[src/rtl/arb_pkg.sv]
// Shared types for the register write-port arbiter.
package arb_pkg;

    typedef enum logic [1:0] {
        IDLE = 2'd0,
        BUSY = 2'd1,
        DONE = 2'd2
    } arb_state_t;

    localparam int ARB_MAX_REQ = 16;

endpackage

[src/rtl/rr_pick.sv]
// Combinational round-robin picker: rotate so the search starts after
// last_grant, take the lowest set bit, then rotate the offset back.
module rr_pick #(
    parameter int N_REQ = 3,
    parameter int IDX_W = $clog2(N_REQ)
) (
    input  logic [N_REQ-1:0] req,
    input  logic [IDX_W-1:0] last_grant,
    output logic             any,
    output logic [IDX_W-1:0] winner
);

    // One extra bit so base + offset never overflows before the wrap.
    localparam int CW = IDX_W + 1;

    logic [CW-1:0]    base;
    logic [CW-1:0]    offset;
    logic [CW-1:0]    sum;
    logic [N_REQ-1:0] rotated;

    always_comb begin
        base = '0;
        if ({1'b0, last_grant} != CW'(N_REQ - 1)) begin
            base = {1'b0, last_grant} + CW'(1);
        end
    end

    generate
        for (genvar gi = 0; gi < N_REQ; gi++) begin : g_rot
            logic [CW-1:0] raw;
            logic [CW-1:0] src;
            assign raw = base + CW'(gi);
            assign src = (raw >= CW'(N_REQ)) ? raw - CW'(N_REQ) : raw;
            assign rotated[gi] = req[src[IDX_W-1:0]];
        end
    endgenerate

    always_comb begin
        any    = 1'b0;
        offset = '0;
        for (int j = N_REQ - 1; j >= 0; j--) begin
            if (rotated[j]) begin
                any    = 1'b1;
                offset = CW'(j);
            end
        end
    end

    always_comb begin
        sum    = base + offset;
        winner = (sum >= CW'(N_REQ)) ? IDX_W'(sum - CW'(N_REQ)) : IDX_W'(sum);
    end

endmodule

[src/rtl/reg_port_arbiter.sv]
// Round-robin arbiter sharing one register write port among N_REQ groups;
// each grant runs IDLE -> BUSY (until reg_ready) -> DONE (req_ready pulse).
module reg_port_arbiter
    import arb_pkg::*;
#(
    parameter int N_REQ = 3,
    parameter int WIDTH = 32,
    parameter int IDX_W = $clog2(N_REQ)
) (
    input  logic                   clk,
    input  logic                   reset,
    input  logic [N_REQ-1:0]       req_valid,
    input  logic [N_REQ*WIDTH-1:0] req_data,
    output logic [N_REQ-1:0]       req_ready,
    output logic                   reg_valid,
    output logic [WIDTH-1:0]       reg_in,
    input  logic                   reg_ready,
    output logic                   busy,
    output logic [IDX_W-1:0]       grant_idx
);

    arb_state_t       state_reg;
    logic [IDX_W-1:0] last_grant_reg;
    logic [IDX_W-1:0] grant_idx_reg;
    logic [N_REQ-1:0] req_ready_reg;
    logic             reg_valid_reg;
    logic             busy_reg;

    logic             pick_any;
    logic [IDX_W-1:0] pick_idx;

    rr_pick #(
        .N_REQ (N_REQ),
        .IDX_W (IDX_W)
    ) u_pick (
        .req        (req_valid),
        .last_grant (last_grant_reg),
        .any        (pick_any),
        .winner     (pick_idx)
    );

    always_ff @(posedge clk) begin
        if (reset) begin
            state_reg      <= IDLE;
            last_grant_reg <= IDX_W'(N_REQ - 1);
            grant_idx_reg  <= '0;
            req_ready_reg  <= '0;
            reg_valid_reg  <= 1'b0;
            busy_reg       <= 1'b0;
        end else begin
            case (state_reg)
                IDLE: begin
                    req_ready_reg <= '0;
                    if (pick_any) begin
                        grant_idx_reg <= pick_idx;
                        reg_valid_reg <= 1'b1;
                        busy_reg      <= 1'b1;
                        state_reg     <= BUSY;
                    end
                end
                BUSY: begin
                    // The grant is committed: req_valid is not re-examined here.
                    if (reg_ready) begin
                        reg_valid_reg <= 1'b0;
                        req_ready_reg <= N_REQ'(1) << grant_idx_reg;
                        state_reg     <= DONE;
                    end
                end
                DONE: begin
                    req_ready_reg  <= '0;
                    busy_reg       <= 1'b0;
                    last_grant_reg <= grant_idx_reg;
                    state_reg      <= IDLE;
                end
                default: begin
                    req_ready_reg <= '0;
                    reg_valid_reg <= 1'b0;
                    busy_reg      <= 1'b0;
                    state_reg     <= IDLE;
                end
            endcase
        end
    end

    // Write data follows the granted requester live while BUSY.
    always_comb begin
        reg_in = '0;
        if (state_reg == BUSY) begin
            reg_in = req_data[grant_idx_reg * WIDTH +: WIDTH];
        end
    end

    assign req_ready = req_ready_reg;
    assign reg_valid = reg_valid_reg;
    assign busy      = busy_reg;
    assign grant_idx = grant_idx_reg;

endmodule

[config.mk]
export PLATFORM = sky130hd
export DESIGN_NAME = reg_port_arbiter
export DESIGN_NICKNAME = d
export VERILOG_FILES = /design/src/rtl/arb_pkg.sv /design/src/rtl/rr_pick.sv /design/src/rtl/reg_port_arbiter.sv
export SDC_FILE = /design/constraint.sdc
export NUM_CORES = 1
export LEC_CHECK = 0
export ABC_AREA = 1
export BUFFER_PORTS_ARGS = -buffer_cell sky130_fd_sc_hd__buf_2
export CORE_MARGIN = 2
export CORE_UTILIZATION = 40
export CTS_BUF_LIST = sky130_fd_sc_hd__clkbuf_8
export DETAILED_ROUTE_END_ITERATION = 8
export GPL_TIMING_DRIVEN = 0
export PLACE_DENSITY = 0.85
export SLEW_MARGIN = 20
export SYNTH_ARGS = -nofsm -noshare
export SYNTH_HDL_FRONTEND = slang
export SYNTH_SLANG_ARGS = --single-unit
[constraint.sdc]
create_clock -name clk -period 3.15 [get_ports clk]
set_input_delay 0.63 -clock clk [delete_from_list [all_inputs] [get_ports clk]]
set_output_delay 0.63 -clock clk [all_outputs]
set_load 0.01 [all_outputs]
==> results by group, run 1 <==
Status
  – Outcome: complete, no violations

Critical path
  – Critical path data required time: 3280 ps
  – Slowest stage cell, crit path: fa_1
  – Largest delay contributor family on the critical path: adder cells
  – CP startpoint kind: flip-flop
  – Worst Setup End Kind: flip-flop
  – CP dominant cell by count: nand2_1
  – Crit-path cells: inv_1 -> ha_1 -> inv_1 -> nand2_1 -> nand3_1 -> nand2_1 -> nor2_1 -> nand3_1 -> fa_1 -> inv_2 -> ha_1 -> a21oi_2 -> nand2_1 -> nand2_1 -> nand2_1 -> inv_1 -> nand3_1 -> nand2_1 -> nor2_1
  – Crit path max fanout: 5
  – Crit path kind: flip-flop to flip-flop
  – Buf/Inv on CP: 4
  – Slowest cell delay on critical path: 530 ps
  – WP data arrival: 2980 ps

Route
  – Via count: 2416
  – Drt drc: 0
  – WL final: 5.48 mm
  – Average routed wire per standard cell: 10.7 um
  – Vias/cell: 4.72
  – Pre-antenna DRT Iters: 4
  – Antenna viol nets, final: 0
  – Initial DRC count: 84

Clock tree
  – H-tree Lvls: 1
  – Total CTS buffers: 3
  – CTS root buf: clkbuf_8
  – CTS tree: built
  – Post-CTS setup buffer count: 0
  – Max clock buf depth: 2
  – Insertion delay to the later sink of the worst-skew pair: 240 ps
  – Clk sinks: 11
  – Worst-path clk slew: 50 ps

Place
  – GP Congestion: 0.774
  – I/O Buffers: 140
  – DP Wirelength: 4.35 mm

Power
  – Total power: 962 uW
  – Maximum VDD drop: 376 uV
  – Cell area power density: 395 nW/um^2
  – Pleak: 0.00167 uW

Hold path
  – Worst Hold Class: flip-flop to flip-flop

Yosys
  – Distinct cells, synth: 19
  – Avg Inst Size Synth: 5.10 um^2
  – Post-Synthesis Cells: 318
  – Largest cells by area after synthesis: nand2_1 (29%), nand3_1 (24%), dfxtp_1 (14%), inv_1 (10%), ha_1 (6.2%)
  – Post-synthesis cell area: 1620 um^2
  – Syn Nets: 429
  – Top-area cell type share of the netlist area: 0.289
  – YS warnings: 0
  – Post-synth top area cell: nand2_1
  – Sequential area share after synthesis: 0.136
  – Flops & latches, synth: 11

Floorplanning
  – Horiz. Die Dim: 67.7 um
  – Core box area: 3940 um^2
  – Die Area: 4580 um^2
  – Initial core utilization: 0.411
  – Die extent in y: 67.7 um
  – Ports: 141
  – # rows: 23

STA
  – Endpoints failing setup: 0
  – Hold violation total from the final report: 0
  – Relative slew slack: 0.707
  – FMAX: 351 MHz
  – Slew at the pin closest to its max-slew limit: 439 ps
  – Setup_tns: 0 ps
  – Fin crit share: 0.904
  – Unrepaired setup endpoints after global routing: no
  – Minimum clock period: 2850 ps
  – Final Skew: 0.517 ps
  – Final Slew Violations: 0

Global routing
  – Gr usage total: 0.221
  – Antenna violations before repair: 0
  – Vias in the first global route: 1921
  – Grt ovf: 0
  – Pin count of the biggest net entering global routing: 11
  – First-pass GRT wire length: 8.14 mm

Final layout
  – Commonest non-fill, non-tap cells in the layout: buf_2 (150), nand2_1 (125), nand3_1 (77)
  – Layout Nets: 574
  – Fillers: 395
  – Layout cells sized above 1: 0.355
  – Most common cell after layout, fill and taps aside: buf_2
  – Final Core Density: 0.617
  – Max FFs per register: 3
  – Area Growth Syn to Fin: 50.1%
  – ANT cells: 0

Flow run
  – Max-cap violations: 0
==> cell usage after synthesis <==
library cell / n
nand2_1: 125
nand3_1: 77
inv_1: 45
nor2_1: 12
dfxtp_1: 11
a21oi_1: 10
buf_2: 10
ha_1: 8
inv_2: 4
buf_4: 3
clkbuf_1: 3
nor2_4: 2
o21ai_1: 2
fa_1: 1
nand2_2: 1
nand3b_1: 1
nor3_1: 1
o211ai_1: 1
o21ai_0: 1
==> layout make-up <==
cell class | count | area [um^2] | share of cell area
repair buffers | 140 | 701 | 0.288
multi-input cells | 242 | 1140 | 0.467
inverters | 49 | 184 | 0.0756
clock inverters | 1 | 3.75 | 0.00154
clock buffers | 3 | 41.3 | 0.0170
well taps | 50 | 62.6 | 0.0257
plain buffers | 16 | 83.8 | 0.0344
flip-flops and latches | 11 | 220 | 0.0905
==> final timing paths <==
check,startpoint,endpoint,slack [ps],cells after the start
setup / recovery,last_grant_reg[0],grant_idx[1],300,19
setup reg to reg,last_grant_reg[0],grant_idx[1],300,19
hold reg to reg,busy,busy,470,2
hold / removal,busy,busy,470,2
==> kinds of logic after synthesis <==
family	after synthesis	synth area share
buf+inv	65	0.165
compound gates	14	0.0448
simple gates	219	0.580
fa+ha+maj	9	0.0741
flops	11	0.136
==> routing by layer <==
metal,share of wire,track usage
met1,0.44,0.280
met2,0.47,0.384
met3,0.080,0.0333
met4,0.0075,0.0638
met5,0,0
==> worst reg2reg max path: cells and delay by family (launching register included) <==
family	cells	cell delay (ps)
adders and majority gates	3	1060
and+or+nand+nor	11	850
DFF	1	400
buffers and inverters	4	280
AOI/OAI and AO/OA	1	150
==> power by group <==
part	switching (uW)	leakage, uW	internal, uW
registers	14.8	0.0000904	155
logic	387	0.00155	264
clock network	55.2	0.0000269	85.7
total	457	0.00167	504
==> stage by stage <==
| stage | cell area, um^2 | std cells | setup slack [ps] | hold WS, ps |
|---|---|---|---|---|
| after floorplan | 1620 | 318 | 488 | 481 |
| after global placement | 2380 | 508 | 342 | 450 |
| after detailed placement | 2380 | 508 | 247 | 452 |
| after CTS | 2430 | 512 | 233 | 461 |
| after global routing | 2430 | 512 | 5.98 | 498 |
| final | 2430 | 512 | 303 | 466 |
==> repair_timing <==
item	4_1_cts	5_1_grt
gates resized for setup	0	1
hold buffers	0	0
setup endpoints to repair	0	2
No activity file was read; power rests on OpenSTA's default activity.
==> run 2: changes to the inputs <==
--- a/config.mk
+++ b/config.mk
@@ -8,11 +8,10 @@
 export ABC_AREA = 1
 export BUFFER_PORTS_ARGS = -buffer_cell sky130_fd_sc_hd__buf_2
 export CORE_MARGIN = 2
-export CORE_UTILIZATION = 40
-export CTS_BUF_LIST = sky130_fd_sc_hd__clkbuf_8
+export CORE_UTILIZATION = 39
 export DETAILED_ROUTE_END_ITERATION = 8
 export GPL_TIMING_DRIVEN = 0
-export PLACE_DENSITY = 0.85
+export PLACE_DENSITY_LB_ADDON = 0.3
 export SLEW_MARGIN = 20
 export SYNTH_ARGS = -nofsm -noshare
 export SYNTH_HDL_FRONTEND = slang
==> results by group, run 2 (synthesis gave the netlist of run 1 again) <==
Critical path
  – Critical path data required time: 3290 ps (about the same)
  – WP data arrival: 3020 ps (+40 ps)
  – Worst Setup End Kind: flip-flop
  – Crit path kind: flip-flop to flip-flop
  – Crit path max fanout: 5 (unchanged)
  – CP startpoint kind: flip-flop

STA
  – Final Slew Violations: 0 (unchanged)
  – Minimum clock period: 2880 ps (+31.1 ps)
  – Endpoints failing setup: 0 (unchanged)
  – Setup_tns: 0 ps (unchanged)
  – Unrepaired setup endpoints after global routing: no
  – Slew at the pin closest to its max-slew limit: 435 ps (-4.22 ps)
  – Hold violation total from the final report: 0 (unchanged)
  – Final setup margin: 272 ps (-31.1 ps)
  – FMAX: 347 MHz (-1.1%)
  – Final Skew: 3.99 ps (+3.47 ps)
  – Relative slew slack: 0.710 (+0.00281)
  – Fin crit share: 0.914 (+0.00987)

Place
  – Worst slack at placement: 248 ps (+0.789 ps)
  – I/O Buffers: 140 (unchanged)
  – GP Congestion: 0.831 (+7.4%)
  – DP Wirelength: 4.54 mm (+4.2%)

Final layout
  – ANT cells: 0 (unchanged)
  – Layout Nets: 574 (unchanged)
  – Multi-input logic area: 1130 um^2 (-0.33%)
  – Register area: 221 um^2 (+0.57%)
  – Commonest non-fill, non-tap cells in the layout: buf_2 (150), nand2_1 (125), nand3_1 (77)
  – Area Growth Syn to Fin: 49.9%
  – Fillers: 422 (+6.8%)
  – Max FFs per register: 3 (unchanged)
  – Most common cell after layout, fill and taps aside: buf_2
  – Layout cells sized above 1: 0.355 (unchanged)
  – Final Core Density: 0.608 (-0.00951)

Route
  – Via count: 2430 (+0.58%)
  – Drt drc: 0 (unchanged)
  – Pre-antenna DRT Iters: 4 (unchanged)
  – WL final: 5.59 mm (+2.1%)
  – Average routed wire per standard cell: 10.9 um (+2.1%)
  – Initial DRC count: 83 (-1.2%)
  – Antenna viol nets, final: 0 (unchanged)
  – Vias/cell: 4.75 (+0.58%)

Global routing
  – Met2 Usage GRT: 0.404 (+0.0203)
  – Grt ovf: 0 (unchanged)
  – Met3 global-route usage: 0.0559 (+0.0226)
  – Antenna violations before repair: 0 (unchanged)
  – Pin count of the biggest net entering global routing: 11 (unchanged)
  – Met1 Track Usage GR: 0.236 (-0.0443)
  – Gr usage total: 0.217 (-0.00453)
  – Most Crowded Layer GR: met2
  – Vias in the first global route: 2008 (+4.5%)
  – First-pass GRT wire length: 8.02 mm (-1.4%)

Clock tree
  – Clk sinks: 11 (unchanged)
  – Insertion delay to the later sink of the worst-skew pair: 240 ps (about the same)
  – H-tree Lvls: 1 (unchanged)
  – CTS tree: built
  – Max clock buf depth: 2 (unchanged)
  – CTS root buf: clkbuf_8
  – Total CTS buffers: 3 (unchanged)
  – Post-CTS setup buffer count: 0 (unchanged)
  – Worst-path clk slew: 50 ps (about the same)

Floorplanning
  – # rows: 23 (unchanged)
  – Ports: 141 (unchanged)
  – Initial core utilization: 0.405 (-0.00592)
  – Horiz. Die Dim: 68.5 um (+1.2%)
  – Core box area: 4000 um^2 (+1.5%)
  – Die Area: 4690 um^2 (+2.4%)
  – Die extent in y: 68.5 um (+1.2%)

Hold path
  – Worst Hold Class: flip-flop to flip-flop

Power
  – Cell area power density: 397 nW/um^2 (+0.50%)
  – Pleak: 0.00167 uW (-0.26%)
  – Maximum VDD drop: 312 uV (-17%)

Flow run
  – Max-cap violations: 0 (unchanged)

Status
  – Outcome: complete, no violations
[run 2: cell count changes in the layout (fill, tap and decap cells not counted)]
cell      before  now
clkbuf_1       3    4
inv_1         46   45
dfxtp_2        0    1
a21oi_2        1    0
a21oi_1        9   10
dfxtp_1       11   10
[run 2: routing by layer]
layer	part of all wire	vias to the layer above
li1	-	1279
met4	0.013	0
met5	0	-
met1	0.40	1059
met3	0.089	7
met2	0.50	85
[run 2: path summary, 6_finish.rpt]
kind | start | end | slack (ps) | depth (start not counted)
worst min register to register | busy | busy | 470 | 2
worst max register to register | last_grant_reg[1] | grant_idx[1] | 270 | 19
worst min-delay path | busy | busy | 470 | 2
worst max-delay path | last_grant_reg[1] | grant_idx[1] | 270 | 19
[run 2: metrics by stage]
| stage | power, uW | hold slack (ps) | std cells | instance area (um^2) |
|---|---|---|---|---|
| after global placement | 817 | 449 | 508 | 2380 |
| final | 965 | 469 | 512 | 2430 |
| after detailed placement | 828 | 457 | 508 | 2380 |
| after global routing | 1070 | 503 | 512 | 2430 |
| after floorplan | 604 | 481 | 318 | 1620 |
| after CTS | 974 | 466 | 512 | 2430 |
[run 2: final cells by class]
cell class	instances	area share
Sequential cell	11	0.0911
Buffer	16	0.0345
Inverter	49	0.0757
Tap cell	50	0.0257
Clock buffer	4	0.0185
Multi-Input combinational cell	242	0.466
Timing Repair Buffer	140	0.288
[run 2: critical path: stages, from the launching register on]
cell and delay, ps:
dfxtp_1 390, inv_1 100, ha_1 340, inv_1 90, nand2_1 60, nand3_1 70, nand2_1 60, nor2_1 170
nand3_1 120, fa_1 530, inv_2 50, ha_1 180, a21oi_1 190, nand2_1 100, nand2_1 70, nand2_1 40
inv_1 40, nand3_1 70, nand2_1 70, nor2_1 40
[run 2: repair_timing]
item | in CTS | in global routing
resized for setup | 0 | 1
hold buffers | 0 | 0
setup endpoints to repair | 0 | 1
[run 2: report_power, final]
group          internal, uW  total [uW]  switching (uW)
sequential              155         170            14.9
clock                  89.0         144            55.3
combinational           264         651             388
